**src/rtl/sha_pad_ctrl_if.sv**
```systemverilog
// rtl/sha_pad_ctrl_if.sv - message-word input and pktmux-side output bundle for sha_pad_ctrl
interface sha_pad_ctrl_if;
    logic        in_valid;
    logic [63:0] in_data;
    logic        in_last;
    logic        in_ready;
    logic        out_ready;
    logic        out_valid;
    logic [63:0] pkt;
    logic [63:0] msg_len;
    logic        pad_pkt;
    logic        zero_pkt;
    logic        mgln_pkt;
    logic        blk_last;
    logic        msg_done;

    modport master (
        output in_valid, in_data, in_last, out_ready,
        input  in_ready, out_valid, pkt, msg_len,
               pad_pkt, zero_pkt, mgln_pkt, blk_last, msg_done
    );

    modport slave (
        input  in_valid, in_data, in_last, out_ready,
        output in_ready, out_valid, pkt, msg_len,
               pad_pkt, zero_pkt, mgln_pkt, blk_last, msg_done
    );
endinterface

```
**src/rtl/sha_pad_ctrl.sv**
```systemverilog
// rtl/sha_pad_ctrl.sv - hash padding sequencer driving pktmux data and select lines
module sha_pad_ctrl #(
    parameter int WORDS_PER_BLK = 8,
    parameter int IDXW          = $clog2(WORDS_PER_BLK)
) (
    input  logic          clk,
    input  logic          rst,
    sha_pad_ctrl_if.slave bus
);
    typedef enum logic [1:0] {S_DATA, S_PAD, S_ZERO, S_LEN} state_t;

    localparam logic [IDXW-1:0] IDX_LAST   = IDXW'(WORDS_PER_BLK - 1);
    localparam logic [IDXW-1:0] IDX_PENULT = IDXW'(WORDS_PER_BLK - 2);

    state_t          state, state_nxt;
    logic [IDXW-1:0] idx, idx_nxt, idx_inc;
    logic [63:0]     bitcnt, bitcnt_nxt;
    logic            done_q, done_nxt;
    logic            xfer;
    logic            out_valid_c, in_ready_c, pad_c, zero_c, mgln_c;
    logic [63:0]     pkt_c;

    always_ff @(posedge clk) begin
        if (rst) begin
            state  <= S_DATA;
            idx    <= '0;
            bitcnt <= '0;
            done_q <= 1'b0;
        end else begin
            state  <= state_nxt;
            idx    <= idx_nxt;
            bitcnt <= bitcnt_nxt;
            done_q <= done_nxt;
        end
    end

    // Explicit wrap keeps non-power-of-two block sizes correct.
    assign idx_inc = (idx == IDX_LAST) ? '0 : idx + IDXW'(1);

    always_comb begin
        state_nxt   = state;
        idx_nxt     = idx;
        bitcnt_nxt  = bitcnt;
        done_nxt    = 1'b0;
        out_valid_c = 1'b0;
        in_ready_c  = 1'b0;
        pkt_c       = '0;
        pad_c       = 1'b0;
        zero_c      = 1'b0;
        mgln_c      = 1'b0;
        xfer        = 1'b0;

        if (!rst) begin
            unique case (state)
                S_DATA: begin
                    out_valid_c = bus.in_valid;
                    in_ready_c  = bus.out_ready;
                    pkt_c       = bus.in_data;
                end
                S_PAD: begin
                    out_valid_c = 1'b1;
                    pad_c       = 1'b1;
                end
                S_ZERO: begin
                    out_valid_c = 1'b1;
                    zero_c      = 1'b1;
                end
                S_LEN: begin
                    out_valid_c = 1'b1;
                    mgln_c      = 1'b1;
                end
            endcase
        end

        xfer = out_valid_c && bus.out_ready;

        if (xfer) begin
            idx_nxt = idx_inc;
            unique case (state)
                S_DATA: begin
                    bitcnt_nxt = bitcnt + 64'd64;
                    if (bus.in_last) state_nxt = S_PAD;
                end
                // A pad landing in the penultimate slot goes straight to the length word.
                S_PAD: state_nxt = (idx_inc == IDX_LAST) ? S_LEN : S_ZERO;
                S_ZERO: begin
                    if (idx == IDX_PENULT) state_nxt = S_LEN;
                end
                S_LEN: begin
                    state_nxt  = S_DATA;
                    idx_nxt    = '0;
                    bitcnt_nxt = '0;
                    done_nxt   = 1'b1;
                end
            endcase
        end
    end

    assign bus.out_valid = out_valid_c;
    assign bus.in_ready  = in_ready_c;
    assign bus.pkt       = pkt_c;
    assign bus.pad_pkt   = pad_c;
    assign bus.zero_pkt  = zero_c;
    assign bus.mgln_pkt  = mgln_c;
    assign bus.msg_len   = bitcnt;
    assign bus.blk_last  = (idx == IDX_LAST);
    assign bus.msg_done  = done_q && !rst;
endmodule

```
**src/flat_wrapper.sv**
```systemverilog
// flat-port wrapper written by rule: the top's interface ports become plain ports
module sha_pad_ctrl_flat 
#(
    parameter int WORDS_PER_BLK = 8,
    parameter int IDXW          = $clog2(WORDS_PER_BLK)
)
  (clk, rst, bus_in_valid, bus_in_data, bus_in_last, bus_out_ready, bus_in_ready, bus_out_valid, bus_pkt, bus_msg_len, bus_pad_pkt, bus_zero_pkt, bus_mgln_pkt, bus_blk_last, bus_msg_done);
  sha_pad_ctrl_if bus_i ();
  input  logic clk;
  input  logic rst;
  input wire logic [$bits(bus_i.in_valid)-1:0] bus_in_valid;
  input wire logic [$bits(bus_i.in_data)-1:0] bus_in_data;
  input wire logic [$bits(bus_i.in_last)-1:0] bus_in_last;
  input wire logic [$bits(bus_i.out_ready)-1:0] bus_out_ready;
  output wire logic [$bits(bus_i.in_ready)-1:0] bus_in_ready;
  output wire logic [$bits(bus_i.out_valid)-1:0] bus_out_valid;
  output wire logic [$bits(bus_i.pkt)-1:0] bus_pkt;
  output wire logic [$bits(bus_i.msg_len)-1:0] bus_msg_len;
  output wire logic [$bits(bus_i.pad_pkt)-1:0] bus_pad_pkt;
  output wire logic [$bits(bus_i.zero_pkt)-1:0] bus_zero_pkt;
  output wire logic [$bits(bus_i.mgln_pkt)-1:0] bus_mgln_pkt;
  output wire logic [$bits(bus_i.blk_last)-1:0] bus_blk_last;
  output wire logic [$bits(bus_i.msg_done)-1:0] bus_msg_done;
  assign bus_i.in_valid = bus_in_valid;
  assign bus_i.in_data = bus_in_data;
  assign bus_i.in_last = bus_in_last;
  assign bus_i.out_ready = bus_out_ready;
  assign bus_in_ready = bus_i.in_ready;
  assign bus_out_valid = bus_i.out_valid;
  assign bus_pkt = bus_i.pkt;
  assign bus_msg_len = bus_i.msg_len;
  assign bus_pad_pkt = bus_i.pad_pkt;
  assign bus_zero_pkt = bus_i.zero_pkt;
  assign bus_mgln_pkt = bus_i.mgln_pkt;
  assign bus_blk_last = bus_i.blk_last;
  assign bus_msg_done = bus_i.msg_done;
  sha_pad_ctrl #(.WORDS_PER_BLK(WORDS_PER_BLK), .IDXW(IDXW)) u_core (.clk(clk), .rst(rst), .bus(bus_i));
endmodule
```
**config.mk**
```make
export PLATFORM = sky130hd
export DESIGN_NAME = sha_pad_ctrl_flat
export DESIGN_NICKNAME = d
export VERILOG_FILES = /design/src/rtl/sha_pad_ctrl_if.sv /design/src/rtl/sha_pad_ctrl.sv /design/src/flat_wrapper.sv
export SDC_FILE = /design/constraint.sdc
export NUM_CORES = 1
export LEC_CHECK = 0
export ABC_AREA = 1
export ABC_CLOCK_PERIOD_IN_PS = 2200
export CAP_MARGIN = 40
export CORE_AREA = 5 5 108 110
export CTS_CLUSTER_SIZE = 16
export DETAILED_ROUTE_END_ITERATION = 7
export DIE_AREA = 0 0 113 115
export HOLD_SLACK_MARGIN = 0.12
export PLACE_DENSITY = 0.81
export SLEW_MARGIN = 20
export SYNTH_ARGS = -nofsm -noshare
export SYNTH_HDL_FRONTEND = slang
export SYNTH_SLANG_ARGS = --single-unit
```
**constraint.sdc**
```tcl
create_clock -name clk -period 2.2 [get_ports clk]
set_input_delay 0.55 -clock clk [delete_from_list [all_inputs] [get_ports clk]]
set_output_delay 0.55 -clock clk [all_outputs]
set_load 0.005 [all_outputs]
```
# After elaboration in Yosys (flattened, before gate mapping)
# Cells that the tools add are included.
# word_totals
reg_bits	70
latchBits	0
mem_bits_rw	0
rom_bits	0
in_bits	69
output_inout_bits	135
word_cells	43
memories	0
# classes
add_sub_neg	2
mul	0
n_div	0
magnitude_cmp	0
eq_ne	8
shift	0
n_mux	19
bitwise_logic	1
reduce_logical	9
# ops
cell	n
2-to-1 mux 64 bit	2
one-hot mux 64 bit (2 select lines)	1
adder 64 x 7 -> 64 bit (second input constant)	1
2-to-1 mux 1 bit	10
equality test 3 bit (second input constant)	3
one-hot mux 2 bit (4 select lines)	1
2-to-1 mux 3 bit	2
equality test 2 bit (second input constant)	2
2-to-1 mux 2 bit	2
adder 3 x 1 -> 3 bit (second input constant)	1
AND reduction 3 bit	1
OR reduction 3 bit	1
equality test 2 x 1 -> 1 bit (second input constant)	1
logical AND 1 bit	2
zero test 2 bit	1
!= test 2 x 1 -> 1 bit (second input constant)	1
!= test 2 bit (second input constant)	1
one-hot mux 1 bit (2 select lines)	1
AND reduction 2 bit	1
nonzero test 2 bit	1
OR reduction 2 bit	1
zero test 1 bit	1
NOT 1 bit	1

# Depth between registers and ports, before layout
# Gate-level depths: netlist (run 1).
# logic_depth
word_depth	7
ltp_mapped	12
ltp_nobuf	11

# Worst setup path before layout (run 1)
# Ideal clock, no wire load.
# synth_path
path_type	register to output
startpoint	register u_core.state[0]
endpoint	output port bus_pkt[24]
t_arrival_ns	1.433
path_slack_ns	0.217
path_stages_with_launch	8
n_path_buf	3
cell_sequence	dfxtp_1 -> inv_1 -> ha_1 -> clkbuf_1 -> clkbuf_1 -> clkbuf_1 -> nand2_1 -> nor2_1
# synth_via
elab_chain_cells	3
# synth_rtl
element	line_no	source
start: declaration	sha_pad_ctrl.sv:15	state_t state, state_nxt;
start signal: assignment	sha_pad_ctrl.sv:30	state <= state_nxt;
zero test 2 bit	sha_pad_ctrl.sv:54	unique case (state)
2-to-1 mux 64 bit	sha_pad_ctrl.sv:54	
2-to-1 mux 64 bit	sha_pad_ctrl.sv:53	if (!rst) begin
end: declaration	flat_wrapper.sv:17	output wire logic [$bits(bus_i.pkt)-1:0] bus_pkt;
# Every way passes these cells.

# Worst setup path after layout (run 1)
# layout_path
startpoint	register u_core.state[0]
endpoint	output port bus_pkt[53]
# The elaborated chain is that of the path after synthesis.

==> results of run 1 <==
[through the flow]
stage | util [%] | area (µm²) | cells | hold slack (ns)
global route | 64.26 | 6813 | 1158 | 0.5297
floorplan | - | 4349 | 787 | 0.4698
detailed placement | 62.87 | 6666 | 1131 | 0.4879
finish | 64.26 | 6813 | 1158 | 0.5005
CTS | 64.74 | 6864 | 1157 | 0.5045
global placement | 62.87 | 6666 | 1131 | 0.4777
[registers in the layout, indices dropped and copies added, names as in the netlist]
| signal | cells |
|---|---|
| u_core.bus.msg_len | 58 |
| u_core.done_q | 1 |
| u_core.idx | 3 |
| u_core.state | 2 |
[final cells by class]
class | instances | area share, %
clock buffer | 11 | 2.075
clock inverter | 4 | 0.6612
tap | 140 | 2.571
timing repair buffer | 245 | 32.62
inverter | 73 | 4.096
multi-input combinational | 621 | 39.14
sequential | 64 | 18.84
[worst max-delay path, delay by kind of cell (launching register included)]
family	cells	cell delay, ns
flip-flops	1	0.32
buffers and inverters	4	0.64
adder cells (fa/ha/maj)	1	0.15
AND/OR/NAND/NOR	2	0.12
[routing by layer]
metal	wire length (µm)	track usage (%)	part of all wire [%]
met5	0	0	0
met4	792	13.14	4.7
met3	1535	7.158	9.1
met2	8268	44.87	49
met1	6319	27.40	37
[synthesized netlist by cell type, drive strengths merged]
| cell type | instances |
|---|---|
| nand2 | 246 |
| nor2 | 235 |
| inv | 73 |
| dfxtp | 64 |
| nand3 | 43 |
| a21oi | 36 |
| o21ai | 24 |
| buf | 18 |
| clkbuf | 11 |
| ha | 8 |
| nand4 | 8 |
| nor3 | 8 |
| a211oi | 1 |
| a31oi | 1 |
| and2 | 1 |
| conb | 1 |
| nor3b | 1 |
| o21a | 1 |
| o31ai | 1 |
| o41ai | 1 |
[power breakdown]
group          internal, mW  total [mW]  switching [mW]
sequential             1.17        1.17         0.00650
clock                 0.543        1.00           0.458
combinational         0.316       0.586           0.270
[logic make-up (layout without fill, tap and decap cells)]
| logic type | Yosys count | after routing | synth area share, % |
|---|---|---|---|
| simple gates | 542 | 542 | 50.27 |
| buf+inv | 102 | 333 | 9.852 |
| compound gates | 65 | 65 | 7.888 |
| flops | 64 | 64 | 29.59 |
| fa+ha+maj | 8 | 8 | 2.312 |
| other cells | 1 | 6 | 0.08660 |
[cell usage in the layout, fill, tap and decap left out, types with 8 or more instances in the layout]
cell type,n
sky130_fd_sc_hd__buf_4,41
sky130_fd_sc_hd__clkdlybuf4s50_1,125
sky130_fd_sc_hd__dfxtp_1,62
sky130_fd_sc_hd__nand3_1,41
sky130_fd_sc_hd__dlygate4sd2_1,30
sky130_fd_sc_hd__buf_2,17
sky130_fd_sc_hd__nor2_1,227
sky130_fd_sc_hd__nor3_1,8
sky130_fd_sc_hd__a21oi_1,36
sky130_fd_sc_hd__clkbuf_8,10
sky130_fd_sc_hd__nand2_1,244
sky130_fd_sc_hd__inv_1,68
sky130_fd_sc_hd__clkbuf_2,15
sky130_fd_sc_hd__o21ai_0,22
[worst min path at each step]
stage | cells past startpoint | to
after CTS | 2 | u_core.bus.msg_len[23]
after global placement | 1 | u_core.bus.msg_len[20]
after global routing | 1 | u_core.bus.msg_len[20]
after detailed placement | 1 | u_core.bus.msg_len[16]
after floorplan | 1 | u_core.bus.msg_len[15]
final | 2 | u_core.bus.msg_len[23]
[timing repair]
item                       in CTS  in global routing
buffers inserted               11                  2
pin swaps                       1                  3
resized for setup             119                 47
setup endpoints to repair      67                 35
==> impl_summary.md, run 1 <==
Route
In the routed design, unresolved DRC markers number 0. After the first detailed-routing iteration, the DRC count stood at 423. The number of vias in the routed layout is 5614.

The overall routed net length is 16920 µm. Once detail routing completed, the nets flagged for antenna violations numbered 0. The length of the first detailed-routing pass in iterations is 6. Dividing the detail-routed wire length by the instance count gives 14.61 µm. The number of vias per cell after detailed routing is 4.848.

Floorplan
The initial core utilization is 40.84%. The core region is 10600 µm². The die is 115 µm tall. The count of pins on the block boundary is 204. The horizontal die dimension is 113 µm. The die covers 13000 µm².

The standard-cell row count is 38.

GRT
The number of global-route vias before repair was 5013. The first global-routing pass estimated 25540 µm of wire. The initial antenna violation count is 0. Summed over all layers, the global routing overflow is 0. Global routing consumed, over all layers together, 25.26% of the routing resources.

The largest net degree at the start of global routing is 51.

STA
The max-slew violation count came to 0. The final count of hold timing violations was 0. The clock arrives with 0.01356 ns of skew.

The sum of negative setup slack is 0 ns. Setup repair after global routing could not meet its margin everywhere. For this run, the top clock speed supported by timing is 468.5 MHz.

Setup violations remaining at the end of the flow were counted as 0. In the finished design, the share of the clock period the worst path needs comes to 97.03%. Subtracting the final worst setup slack from the clock period gives 2.135 ns. Setup slack closes at 0.06536 ns.

Logic synthesis
The post-synthesis register bit count is 64. A synthesized cell averages 5.538 µm². The Yosys step of the flow raised 0 warnings. After synthesis, the cell types taking the most area are sky130_fd_sc_hd__dfxtp_1, sky130_fd_sc_hd__nand2_1, sky130_fd_sc_hd__nor2_1, sky130_fd_sc_hd__inv_1, sky130_fd_sc_hd__nand3_1. After synthesis, the netlist uses 31 different library cells. The mapped cell area is 4330 µm². The biggest area contributor in the post-synthesis netlist is sky130_fd_sc_hd__dfxtp_1.

After synthesis, flip-flops and latches occupy 29.59% of the total area. The area fraction of the dominant cell type after synthesis is 29.59%. Synthesis produced a netlist whose cell count is 782.

Run status
The run finished with clean final reports.

Setup path
For the worst flop-to-flop path, the logic depth is 12. The first element of the critical path is u_core.state[0]. At the worst endpoint, the arrival time is 1.58 ns. The peak per-stage delay on the critical path is 0.32 ns. The master of the slowest instance on the critical path is sky130_fd_sc_hd__dfxtp_2. Setup slack on the worst reg-to-reg path comes out at 0.15 ns. In this run the critical register-to-register path is captured at u_core.bus.msg_len[57]. The critical path ends at bus_pkt[53]. The category of the worst setup path capture point is an output port. Data on the critical path is required at its endpoint by 1.65 ns. The type of the worst setup path is flip-flop to output port. Along the worst path, the maximum fanout reaches 7. The beginning of the worst register-to-register path is u_core.state[0]. The worst setup path is launched from a flip-flop. Walking the worst path, the cells encountered are inv_2 > ha_4 > buf_12 > buf_4 > nand2_1 > nor2_1 > dlygate4sd2_1.

Power and ir drop
The power density normalized to cell area is 404.9 nW/µm². The design draws 2.759 mW. The maximum vdd drop is 0.0003089 V. The cell leakage power is 3.016 nW.

Final layout
The area taken by flip-flops and latches is 1284 µm². In the final design database the tool counted 1091 nets. The repair_antennas step left the layout with diodes totalling 0. The area taken by multi-input logic gates is 2666 µm². The layout-stage area growth over the synthesis result is 57.32%. Cells with a size suffix above 1 make up 11.59% of the layout.

Counting the fill cells in the layout gives 987.

Min path
The startpoint identified for the worst hold timing path is u_core.bus.msg_len[23]. In this run the worst hold path is classified as flip-flop to flip-flop.

Placed design
Routability-driven placement finished with a final weighted congestion of 0.9888. The count of port buffers added during placement is 197. Timing analysis after detailed placement gives a worst setup slack of -0.1839 ns.

The placed wire-length estimate is 13910 µm.

Clock network
Clock-pin slew was measured on the worst setup and hold paths at 0.06 ns. The master cell of the clock root buffer is sky130_fd_sc_hd__clkbuf_8. The total number of clock tree sinks is 64. The hold-fix buffer count after cts is 0. The H-tree was split into 3 levels.

The TritonCTS clock tree is done. In this run the deepest clock path goes through 2 buffers. The number of buffers inserted during clock tree synthesis is 9. The clock reaches the later pin of the worst-skew pair after 0.35 ns.

Job
The max-cap violation count is 0.
No activity file was read; power rests on OpenSTA's default activity.
==> inputs of run 2 (changes only) <==
--- a/config.mk
+++ b/config.mk
@@ -8,13 +8,13 @@
 export ABC_AREA = 1
 export ABC_CLOCK_PERIOD_IN_PS = 2200
 export CAP_MARGIN = 40
-export CORE_AREA = 5 5 108 110
+export CORE_AREA = 5 5 112 114
 export CTS_CLUSTER_SIZE = 16
 export DETAILED_ROUTE_END_ITERATION = 7
-export DIE_AREA = 0 0 113 115
+export DIE_AREA = 0 0 117 119
 export HOLD_SLACK_MARGIN = 0.12
-export PLACE_DENSITY = 0.81
-export SLEW_MARGIN = 20
+export PLACE_DENSITY = 0.75
+export RECOVER_POWER = 50
 export SYNTH_ARGS = -nofsm -noshare
 export SYNTH_HDL_FRONTEND = slang
 export SYNTH_SLANG_ARGS = --single-unit
==> run 2 against run 1 <==
Net effect:
- die area rose by 7.1%
- setup slack worse by 0.057 ns
- total power increased by 22%
- combinational power is 6.5% higher
- critical path depth is 1 higher
- clock skew fell by 0.0049 ns
- worst hold slack worse by 0.00054 ns
- count of clock-buffer cells in the layout rose by 1
- clock power increased by 56%
- critical path type unchanged
- critical endpoint is now bus_pkt[60]
- largest cell class unchanged
- largest power group is now the clock network
- highest routed layer unchanged
==> impl_summary.md, run 2 (synthesis results as in run 1) <==
Clock network
The total number of clock tree sinks is 64 (unchanged). TritonCTS built the clock tree. The number of H-tree levels came to 3 (unchanged).

The clock insertion delay at the later pin of the skew report is 0.34 ns (about the same). The number of buffers inserted during clock tree synthesis is 9 (unchanged). The clock slew at the register clock pins of the worst setup and hold paths is 0.05 ns (about the same).

The master cell of the clock root buffer is sky130_fd_sc_hd__clkbuf_16. The worst-case clock buffer depth is 2 (unchanged).

Floorplan
The standard-cell row count is 39 (+2.6%). The horizontal die dimension is 117 µm (+3.5%). The placeable core area is 11320 µm² (+6.8%).

The full die area is 13920 µm² (+7.1%). The initial core utilization was 38.25% (-2.6 points). The count of pins on the block boundary is 204 (unchanged).

The height of the chip is 119 µm (+3.5%).

Setup path
The worst path buffer plus inverter count came to 5 (+1). The largest fanout of any net on the critical path is 10 (+3). The type of the worst setup path is flip-flop to output port. The critical path depth came to 8 (+1). The signal on the critical path passes through inv_2 > ha_4 > buf_4 > buf_6 > buf_12 > nand2_2 > nor2_2 > clkdlybuf4s15_2. The kind of cell adding the most delay to the critical path is buffers and inverters.

STA classifies the critical path endpoint as an output port. The master of the slowest instance on the critical path is sky130_fd_sc_hd__dfxtp_2. The endpoint arrival time on the critical path came to 1.64 ns (+0.06 ns). STA classifies the critical path startpoint as a flip-flop. The depth of the most critical reg-to-reg path came to 13 (+1).

The peak per-stage delay on the critical path is 0.32 ns (about the same). The required arrival time at the worst endpoint is 1.65 ns (about the same).

Placed design
The count of port buffers added during placement is 197 (unchanged). The placed wire-length estimate is 14490 µm (+4.2%). The pre-CTS setup slack was -0.2684 ns (-0.08453 ns). The routability congestion estimate from global placement came to 0.9207 (-6.9%). The number of placed cells counting well taps is 1142 (+0.97%).

GRT
The combined global-route utilization of all metal layers is 25.16% (-0.096 points). The number of global-route vias before repair is 5283 (+5.4%). The largest net degree at the start of global routing is 51 (unchanged). The wire length of the first global-routing pass came to 27220 µm (+6.6%).

The initial antenna violation count is 0 (unchanged). The global route total overflow is 0 (unchanged).

Power and ir drop
The maximum vdd drop is 0.0003764 V (+22%). The power density normalized to cell area is 472.9 nW/µm² (+17%). The overall power after layout was 3.354 mW (+22%). The cell leakage power came to 3.065 nW (+1.6%).

STA
The headroom to the max-slew limit is 54.45%. The sum of negative setup slack came to 0 ns (unchanged). The maximum clock frequency came to 456.2 MHz (-2.6%). The final period demand of the worst path is 2.192 ns (+0.05732 ns).

The max-slew violation count came to 0 (unchanged). For the pin with the worst max-slew slack, the measured transition is 0.6808 ns. The worst-case setup margin in the final layout is 0.008044 ns (-0.05732 ns). Setup repair after global routing could not meet its margin everywhere. The final count of hold timing violations is 0 (unchanged). The setup skew after layout is 0.008686 ns (-0.004872 ns). The fraction of the cycle the final worst path needs is 99.63% (+2.6 points). The total setup violations reported at the end of the flow is 0 (unchanged).

Final layout
The final cell count without fillers came to 1167 (+0.78%). The count of fill cells added during filler insertion was 1134 (+15%). Compared with the post-synthesis result, the final layout area differs by 63.77%. In the layout the commonest cells are sky130_fd_sc_hd__nand2_1, sky130_fd_sc_hd__nor2_1, sky130_fd_sc_hd__clkdlybuf4s50_1.

The number of antenna diodes came to 0 (unchanged). The number of flip-flops in the largest register came to 58 (unchanged). The area taken by flip-flops and latches was 1284 µm² (unchanged). The number of nets in the finished design is 1097 (+0.55%).

The layout cell share with drive strength beyond 1 is 12.89% (+1.3 points). The final core area utilization came to 62.64% (-1.6 points). Leaving out fill and tap cells, the most frequent cell in the layout is sky130_fd_sc_hd__nand2_1. The area taken by multi-input logic gates is 2704 µm² (+1.4%).

Route
The overall routed net length was 17910 µm (+5.9%). The length of the first detailed-routing pass in iterations is 5 (-1). The detailed-route wire length per cell was 15.35 µm (+5.1%). The number of vias in the routed layout came to 5607 (-0.12%). The remaining design rule violation count came to 0 (unchanged). The residual antenna-violating net count after detailed routing is 0 (unchanged). The number of vias per cell after detailed routing is 4.805 (-0.89%).

The initial DRC count came to 439 (+3.8%).

Job
The max-cap violation count is 0 (unchanged).

Min path
The number of cells traversed by the worst hold path is 1 (-1). The worst hold path belongs to the class flip-flop to flip-flop.

Run status
The flow ran to the end, and the final reports show no timing, DRC or antenna violations.
run 2: cell type report:
cell class	instances	share of cell area, %
multi-input cells	621	38.13
well taps	143	2.523
clock inverters	3	0.9174
repair buffers	251	32.78
flip-flops and latches	64	18.10
clock buffers	12	3.617
inverters	73	3.934
run 2: stage by stage:
step / cell area (µm²) / hold slack (ns)
finish: 7092 / 0.4999
global route: 7092 / 0.5222
CTS: 7151 / 0.5012
detailed placement: 6743 / 0.4902
global placement: 6743 / 0.4813
floorplan: 4349 / 0.4698
run 2: per-layer routing:
layer / part of all wire (%) / global-route usage [%] / vias up
met1: 39 / 28.37 / 2498
met3: 6.9 / 6.643 / 33
met2: 50 / 44.35 / 193
met4: 3.4 / 10.11 / 0
met5: 0 / 0 / -
li1: - / - / 2883
run 2: repair_timing:
item,4_1_cts,5_1_grt
setup buffers,7,1
pin swaps,2,6
endpoints found under the setup margin,67,43
cloned,1,1
hold buffers,0,0
gates resized for setup,129,53
run 2: report_power, final:
part / switching [mW] / total (mW) / internal (mW) / leakage (nW)
Clock: 0.511 / 1.56 / 1.04 / 0.159
Combinational: 0.284 / 0.624 / 0.340 / 2.39
Sequential: 0.00644 / 1.17 / 1.17 / 0.517
run 2: final timing paths:
check	from	endpoint	slack (ns)
worst max-delay path	u_core.state[0]	bus_pkt[60]	0.008
worst min-delay path	u_core.bus.msg_len[20]	u_core.bus.msg_len[20]	0.50
worst max register to register	u_core.state[1]	u_core.bus.msg_len[21]	0.07
worst min register to register	u_core.bus.msg_len[20]	u_core.bus.msg_len[20]	0.50
